**config.mk**
```make
export PLATFORM = sky130hd
export DESIGN_NAME = enc_tx_scheduler
export DESIGN_NICKNAME = d
export VERILOG_FILES = /design/src/rtl/enc_sched_pkg.sv /design/src/rtl/enc_sched_arb.sv /design/src/rtl/enc_tx_scheduler.sv
export SDC_FILE = /design/constraint.sdc
export NUM_CORES = 1
export LEC_CHECK = 0
export BUFFER_PORTS_ARGS = -buffer_cell sky130_fd_sc_hd__clkbuf_2
export CAP_MARGIN = 40
export CORE_MARGIN = 2
export CORE_UTILIZATION = 48
export CTS_CLUSTER_DIAMETER = 100
export DETAILED_ROUTE_END_ITERATION = 8
export HOLD_SLACK_MARGIN = 0.15
export PLACE_DENSITY = 0.7
export REMOVE_ABC_BUFFERS = 1
export SETUP_SLACK_MARGIN = 0.1
export SYNTH_ARGS = -nofsm -noshare
export SYNTH_HDL_FRONTEND = slang
export SYNTH_SLANG_ARGS = --single-unit
```
**constraint.sdc**
```tcl
create_clock -name clk -period 1.61 [get_ports clk]
set_input_delay 0.322 -clock clk [delete_from_list [all_inputs] [get_ports clk]]
set_output_delay 0.322 -clock clk [all_outputs]
set_load 0.1 [all_outputs]
```
**src/rtl/enc_sched_pkg.sv**
```systemverilog
// enc_sched_pkg: shared states and constants for the TX encoder scheduler.
package enc_sched_pkg;
  typedef enum logic [2:0] {IDLE, FETCH, SHIFT, DRAIN, GAP, DONE} state_t;
  localparam logic SRC_HDR = 1'b0;
  localparam logic SRC_PAY = 1'b1;
  localparam int NIB_BITS = 4;
  localparam int CW_BITS = 8;
endpackage

```
**src/rtl/enc_sched_arb.sv**
```systemverilog
// enc_sched_arb: 2-way header/payload arbiter; round-robin when ENC_SCHED_RR_EN is defined,
// fixed header priority otherwise.
module enc_sched_arb
  import enc_sched_pkg::*;
(
  input  logic       clk,
  input  logic       reset,
  input  logic [1:0] reqs,
  input  logic       enable,
  input  logic       frame_done,
  output logic       grant
);
`ifdef ENC_SCHED_RR_EN
  logic last_srv, cur;
  assign grant = enable & (&reqs ? ~last_srv : reqs[SRC_PAY]);
  // The pointer only advances on completed frames; a timed-out frame leaves it alone.
  always_ff @(posedge clk or posedge reset)
    if (reset) begin
      last_srv <= SRC_PAY;
      cur <= SRC_HDR;
    end else begin
      if (enable && |reqs) cur <= grant;
      if (frame_done) last_srv <= cur;
    end
`else
  logic unused;
  assign unused = ^{clk, reset, frame_done};
  assign grant = enable & reqs[SRC_PAY] & ~reqs[SRC_HDR];
`endif
endmodule

```
**src/rtl/enc_tx_scheduler.sv**
```systemverilog
// enc_tx_scheduler: shares the (8,4) encoder between header and payload nibble sources.
// Define ENC_SCHED_RR_EN for round-robin arbitration instead of fixed header priority.
module enc_tx_scheduler
  import enc_sched_pkg::*;
#(
  parameter int GAP_CYC = 2,
  parameter int TIMEOUT = 32,
  parameter int CNT_W = 8
) (
  input  logic                clk,
  input  logic                reset,
  input  logic                hdr_req,
  input  logic                pay_req,
  input  logic [NIB_BITS-1:0] hdr_nibble,
  input  logic [NIB_BITS-1:0] pay_nibble,
  input  logic                hdr_last,
  input  logic                pay_last,
  output logic                hdr_ack,
  output logic                pay_ack,
  output logic                enc_bit,
  output logic                enc_bit_valid,
  input  logic                enc_out,
  input  logic                enc_out_valid,
  output logic                cw_bit,
  output logic                cw_valid,
  output logic                cw_owner,
  output logic                busy,
  output logic                frame_done,
  output logic                frame_owner,
  output logic [CNT_W-1:0]    cw_count,
  output logic                err
);
  localparam int TO_W = $clog2(TIMEOUT + 1);
  localparam int GP_W = $clog2(GAP_CYC + 2);
  state_t state, state_nx;
  logic owner, is_last, grant, src, take, cw_end, timeout;
  logic [NIB_BITS-1:0] nib;
  logic [1:0] sh_cnt;
  logic [2:0] bit_cnt;
  logic [TO_W-1:0] to_cnt;
  logic [GP_W-1:0] gap_cnt;
  state_t nxt_frame;
  enc_sched_arb u_arb (
    .clk(clk),
    .reset(reset),
    .reqs({pay_req, hdr_req}),
    .enable(state == IDLE),
    .frame_done(frame_done),
    .grant(grant)
  );
  assign src = state == IDLE ? grant : owner;
  // Acks are gated by reset so an aborted frame never leaks a handshake.
  assign take = ~reset & (state == IDLE | state == FETCH) & (src ? pay_req : hdr_req);
  assign hdr_ack = take & ~src;
  assign pay_ack = take & src;
  assign enc_bit_valid = state == SHIFT;
  assign enc_bit = enc_bit_valid & nib[2'd3 - sh_cnt];
  assign cw_valid = state == DRAIN & enc_out_valid;
  assign cw_bit = cw_valid & enc_out;
  assign cw_owner = owner;
  assign busy = state != IDLE;
  assign frame_done = state == DONE;
  assign frame_owner = frame_done & owner;
  assign cw_end = cw_valid & (bit_cnt == 3'(CW_BITS - 1));
  assign timeout = state == DRAIN & ~cw_end & (to_cnt == TO_W'(TIMEOUT - 1));
  assign nxt_frame = is_last ? DONE : FETCH;
  always_comb begin
    state_nx = state;
    case (state)
      IDLE, FETCH: state_nx = take ? SHIFT : state;
      SHIFT: state_nx = sh_cnt == 2'd3 ? DRAIN : SHIFT;
      DRAIN: state_nx = cw_end ? (GAP_CYC == 0 ? nxt_frame : GAP) : timeout ? IDLE : DRAIN;
      GAP: state_nx = gap_cnt == GP_W'(GAP_CYC - 1) ? nxt_frame : GAP;
      DONE: state_nx = IDLE;
      default: state_nx = IDLE;
    endcase
  end
  always_ff @(posedge clk or posedge reset)
    if (reset) begin
      state <= IDLE;
      owner <= SRC_HDR;
      is_last <= 1'b0;
      nib <= '0;
      sh_cnt <= '0;
      bit_cnt <= '0;
      to_cnt <= '0;
      gap_cnt <= '0;
      cw_count <= '0;
      err <= 1'b0;
    end else begin
      state <= state_nx;
      if (take) begin
        owner <= src;
        nib <= src ? pay_nibble : hdr_nibble;
        is_last <= src ? pay_last : hdr_last;
      end
      sh_cnt <= state == SHIFT ? sh_cnt + 2'd1 : '0;
      bit_cnt <= state == DRAIN ? bit_cnt + 3'(cw_valid) : '0;
      to_cnt <= state == DRAIN ? to_cnt + TO_W'(1) : '0;
      gap_cnt <= state == GAP ? gap_cnt + GP_W'(1) : '0;
      if (take && state == IDLE) cw_count <= '0;
      else if (cw_end && ~&cw_count) cw_count <= cw_count + CNT_W'(1);
      if (timeout) err <= 1'b1;
    end
endmodule

```
=== Word-level counts from Yosys, hierarchy flattened ===
Index checks and enable logic that the tools add are counted.

* Add/sub/neg operators: 6
* Magnitude comparators: 1
* Equality and inequality tests: 10
* Multiplexer cells: 19
* Bitwise logic cells: 18
* Reductions and logical operators: 8

{| class="wikitable"
|+ Operators by type and width
! cell !! number
|-
| 2-to-1 mux 8 bit || 2
|-
| 2-to-1 mux 3 bit || 5
|-
| bitwise AND 1 bit || 13
|-
| one-hot mux 3 bit (4 select lines) || 1
|-
| equality test 3 bit (second input constant) || 3
|-
| adder 8 x 1 -> 8 bit (second input constant) || 1
|-
| AND reduction 8 bit || 1
|-
| adder 6 x 1 -> 6 bit (second input constant) || 1
|-
| equality test 3 x 2 -> 1 bit (second input constant) || 2
|-
| equality test 6 x 5 -> 1 bit (second input constant) || 1
|-
| 2-to-1 mux 2 bit || 3
|-
| 2-to-1 mux 6 bit || 1
|-
| 2-to-1 mux 1 bit || 5
|-
| adder 2 x 1 -> 2 bit (second input constant) || 2
|-
| 2-to-1 mux 4 bit || 1
|-
| inverter 1 bit || 4
|-
| adder 3 x 1 -> 3 bit || 1
|-
| equality test 3 x 1 -> 1 bit (second input constant) || 1
|-
| logical NOT 3 bit || 1
|-
| less-than comparator 2 x 3 -> 1 bit (second input constant) || 1
|-
| nonzero test 3 bit || 1
|-
| binary-select mux 1 bit (select 2 bit) || 1
|-
| equality test 2 x 1 -> 1 bit (second input constant) || 1
|-
| equality test 2 bit (second input constant) || 1
|-
| 7 further kinds || 8
|}

* Register bits: 31
* Input bits: 16
* Output and inout bits: 19
* Word-level logic and storage cells: 72

=== Logic depth before layout (Yosys ltp) ===
* Depth in word-level cells: 9
* Mapped depth: 7

=== Modules after synthesis ===
Synthesis repeated with hierarchy kept, for this count alone.

* Cells, all modules: 152
* Area total of the unflattened synthesis: 1,661.6 um^2

{| class="wikitable"
|+ By module, submodules not included
! module !! times used !! cells each !! area each (um^2) !! sequential area each (um^2)
|-
| enc_tx_scheduler || 1 || 151 || 1,652.8 || 775.7
|-
| enc_sched_arb || 1 || 1 || 8.8 || 0.0
|}

=== Least setup slack after synthesis ===
No wires, ideal clock.

* Path kind: register to output
* Start: reg owner, in the netlist cw_owner
* End: out hdr_ack
* Arrival: 3,074 ps
* Data required time: 1,288 ps
* Slack: -1,786 ps
* Cell stages (with the launch flop): 4
* Cells stage by stage: dfrtp_1 -> nand2_1 -> nand2_1 -> nor3_1

* Longest elaborated chain between the ends: 4

{| class="wikitable"
|+ RTL lines
! item !! RTL line !! RTL
|-
| start, declared || enc_tx_scheduler.sv:36 || <nowiki>logic owner, is_last, grant, src, take, cw_end, timeout;</nowiki>
|-
| start signal, assigned || enc_tx_scheduler.sv:93 || <nowiki>owner <= src;</nowiki>
|-
| 2-to-1 mux 1 bit (*) || enc_tx_scheduler.sv:51 || <nowiki>assign src = state == IDLE ? grant : owner;</nowiki>
|-
| 2-to-1 mux 1 bit || enc_tx_scheduler.sv:53 || <nowiki>assign take = ~reset & (state == IDLE | state == FETCH) & (src ? pay_req : hdr_req);</nowiki>
|-
| bitwise AND 1 bit || enc_tx_scheduler.sv:53 ||
|-
| bitwise AND 1 bit (*) || enc_tx_scheduler.sv:54 || <nowiki>assign hdr_ack = take & ~src;</nowiki>
|-
| end, declared || enc_tx_scheduler.sv:18 || <nowiki>output logic hdr_ack,</nowiki>
|}

Mark *: on every way between the ends. The rest lies on a longest branch, timed or not.

=== Final worst setup path ===
* Start: reg state[0]
* End: out pay_ack

* Longest elaborated chain between the ends: 7

{| class="wikitable"
|+ RTL lines
! item !! RTL line !! RTL
|-
| start, declared || enc_tx_scheduler.sv:35 || <nowiki>state_t state, state_nx;</nowiki>
|-
| start signal, assigned || enc_tx_scheduler.sv:91 || <nowiki>state <= state_nx;</nowiki>
|-
| logical NOT 3 bit || enc_tx_scheduler.sv:47, enc_tx_scheduler.sv:51, enc_tx_scheduler.sv:53 ||
|-
| bitwise AND 1 bit (2 in series) || enc_sched_arb.sv:28 || <nowiki>assign grant = enable & reqs[SRC_PAY] & ~reqs[SRC_HDR];</nowiki>
|-
| 2-to-1 mux 1 bit || enc_tx_scheduler.sv:51 ||
|-
| 2-to-1 mux 1 bit || enc_tx_scheduler.sv:53 ||
|-
| bitwise AND 1 bit || enc_tx_scheduler.sv:53 ||
|-
| bitwise AND 1 bit (*) || enc_tx_scheduler.sv:55 || <nowiki>assign pay_ack = take & src;</nowiki>
|-
| end, declared || enc_tx_scheduler.sv:19 || <nowiki>output logic pay_ack,</nowiki>
|}

Marked as above.

==> flow_summary.ini <==
[sta]
fin_crit_sh = 1.30
rsz0062_at_grt = yes
hold_viol = 0
relSlewSlack = 0.680
setup_tns_ns = -6.70
max_clock_freq_ghz = 0.478
tightestPinTransition_ns = 0.483
slew_viol_final = 0
fin_crit_ns = 2.09
skew_ns = 0.00454
setup_viol = 27
holdWs_ns = 0.263
setup_slack_ns = -0.484

[floorplanning]
num_io_pins = 35
die_height_um = 62.5
core_um2 = 3310
fp-row-count = 21
start_util = 0.497
die-area_um2 = 3910
fp.dieW_um = 62.5

[worst_hold_path]
hp-class = input port to flip-flop
min_from = hdr_last
holdPathEnd = is_last$_DFFE_PP0P_
hold_depth = 3

[flow_run]
maxCapViolations = 0

[global_routing]
antenna_found_initial = 0
track_usage = 0.217
grt_pass1_vias = 1524
grt_overflow = 0
grt_start_max_net_pins = 31
grt_pass1_wl_um = 6790

[synth]
syn-cell-area_um2 = 1640
synth-seq-cells = 31
syn_avg_cell_area_um2 = 10.9
synth-seq-area-share = 0.472
synthFlopType = dfrtp_1
synth_cells = 151
synth-async-reset-ratio = 1.00
synth.distinct_cells = 44
synth_warnings = 0
synth_edf_count = 0

[clocking]
clk_pin_slew_ns = 0.09
cts-buffers-inserted = 5
cts_tree = yes
root_buffer = clkbuf_4
h-tree-depth = 2
cts_buffer_depth = 2
clock_sinks = 31
worstSkewPairLatency_ns = 0.34

[run_status]
violations = setup timing
status = complete, but fails checks

[final_layout]
layout_commonest_cell = dfrtp_1
final_cells = 270
layout-drive-gt1-share = 0.509
synthToLayoutAreaGrowth_pct = 53.5
regArea_um2 = 776
post-route-cell-area_um2 = 2520
finish.net_count = 245
fill_cells = 214
final_cell_mix = dfrtp_1, buf_4, buf_6
multi_input_area_um2 = 961
diodes = 0
finish.utilization = 0.762

[setup_path]
cp.arrival_ns = 1.77
cp-start-kind = flip-flop
r2r_end = bit_cnt[1]$_DFF_PP0_
critPathMaxFanout = 2
setup.worst_path.end_class = output port
critical_path_class = flip-flop to output port
reg2reg_slack_ns = -0.33
critPathRequiredTime_ns = 1.29
r2r_start = state[1]$_DFFE_PP0P_
reg2reg_depth = 9

[pwr]
p_leak_nw = 1.17
p_total_mw = 3.76
p_per_area_nw_per_um2 = 1490
peakVddDrop_uv = 1060

[route]
drtAntennaViolNets = 0
drt_iter0_markers = 65
vias_per_cell = 5.26
wl_per_cell_um = 14.7
remaining_drc_errors = 0
route.final.wire_length_um = 3970
drt_pass1_iterations = 4
vias = 1420

[placement]
placed_cells = 247
pre_cts_ws_ns = -0.135
placed_area_um2 = 2140
placement.io_buffers = 34
post-dp-hpwl_um = 2760
gp_congestion = 0.755
## flip-flops by register name, indices dropped and copies added, names as in the netlist
register / count
cw_count: 8
state: 3
nib: 4
is_last: 1
to_cnt: 6
cw_owner: 1
bit_cnt: 3
gap_cnt: 2
sh_cnt: 2
err: 1
## cell families after synthesis
kind of cell / count (synthesis) / synth area share
mux: 10 / 0.0769
fa+ha+maj: 6 / 0.0457
flops: 31 / 0.472
xor+xnor: 6 / 0.0320
simple gates: 61 / 0.209
compound gates: 29 / 0.139
buf+inv: 8 / 0.0259
## area by class of cell
type                    instances  area share
multi-input cells             112       0.381
repair buffers                 70       0.265
clock inverters                 1     0.00198
well taps                      46      0.0228
inverters                       3     0.00446
flip-flops and latches         31       0.307
clock buffers                   7      0.0178
## Yosys cell counts (2+ instances only)
library cell | n | area [µm²]
ha_1 | 6 | 75.1
or3_1 | 4 | 25.0
xor2_1 | 4 | 35.0
a21oi_1 | 6 | 30.0
o31ai_1 | 3 | 22.5
nand2_1 | 7 | 26.3
and3_1 | 5 | 31.3
mux2i_1 | 7 | 70.1
nor3_1 | 3 | 15.0
a21oi_2 | 5 | 43.8
clkbuf_1 | 2 | 7.51
nor2b_1 | 5 | 31.3
or4_1 | 2 | 15.0
and2b_1 | 2 | 15.0
nand3_1 | 6 | 30.0
dfrtp_1 | 31 | 776
xnor2_1 | 2 | 17.5
o21ai_0 | 5 | 25.0
and2_1 | 4 | 25.0
nor2_1 | 16 | 60.1
inv_1 | 3 | 11.3
## worst max path at each step
stage,cells after the start,slack [ns],end,from
after CTS,4,-0.49,pay_ack,state[2]$_DFFE_PP0P_
final,4,-0.48,pay_ack,state[0]$_DFFE_PP0P_
after detailed placement,4,-0.14,pay_ack,state[2]$_DFFE_PP0P_
after global routing,4,-0.53,pay_ack,state[0]$_DFFE_PP0P_
after floorplan,3,-1.79,hdr_ack,cw_owner$_DFFE_PP0P_
after global placement,4,-0.1,pay_ack,state[2]$_DFFE_PP0P_
## metal layers
layer	track usage	wire length (µm)
met1	0.255	1640
met2	0.374	2060
met3	0.0721	198
met4	0.0694	70
met5	0	0
## worst max-delay path, stage by stage (launching register included)
cell and delay (ns):
dfrtp_1 0.40, or3_4 0.41, mux2i_4 0.19, and2b_2 0.25, buf_12 0.17
## timing repair
action | CTS | global route
gates resized for setup | 36 | 27
endpoints found under the setup margin | 34 | 33
endpoints found under the hold margin | 1 | 0
pin swaps | 12 | 5
hold buffers | 1 | 0
buffers inserted | 9 | 7
## report_power, final
group	total (mW)	internal [mW]	switching, mW
Sequential	1.02	0.922	0.0998
Clock	0.433	0.170	0.263
Combinational	2.30	1.09	1.21
Total	3.76	2.19	1.57
Note: power is estimated with default switching activity, not from simulation.
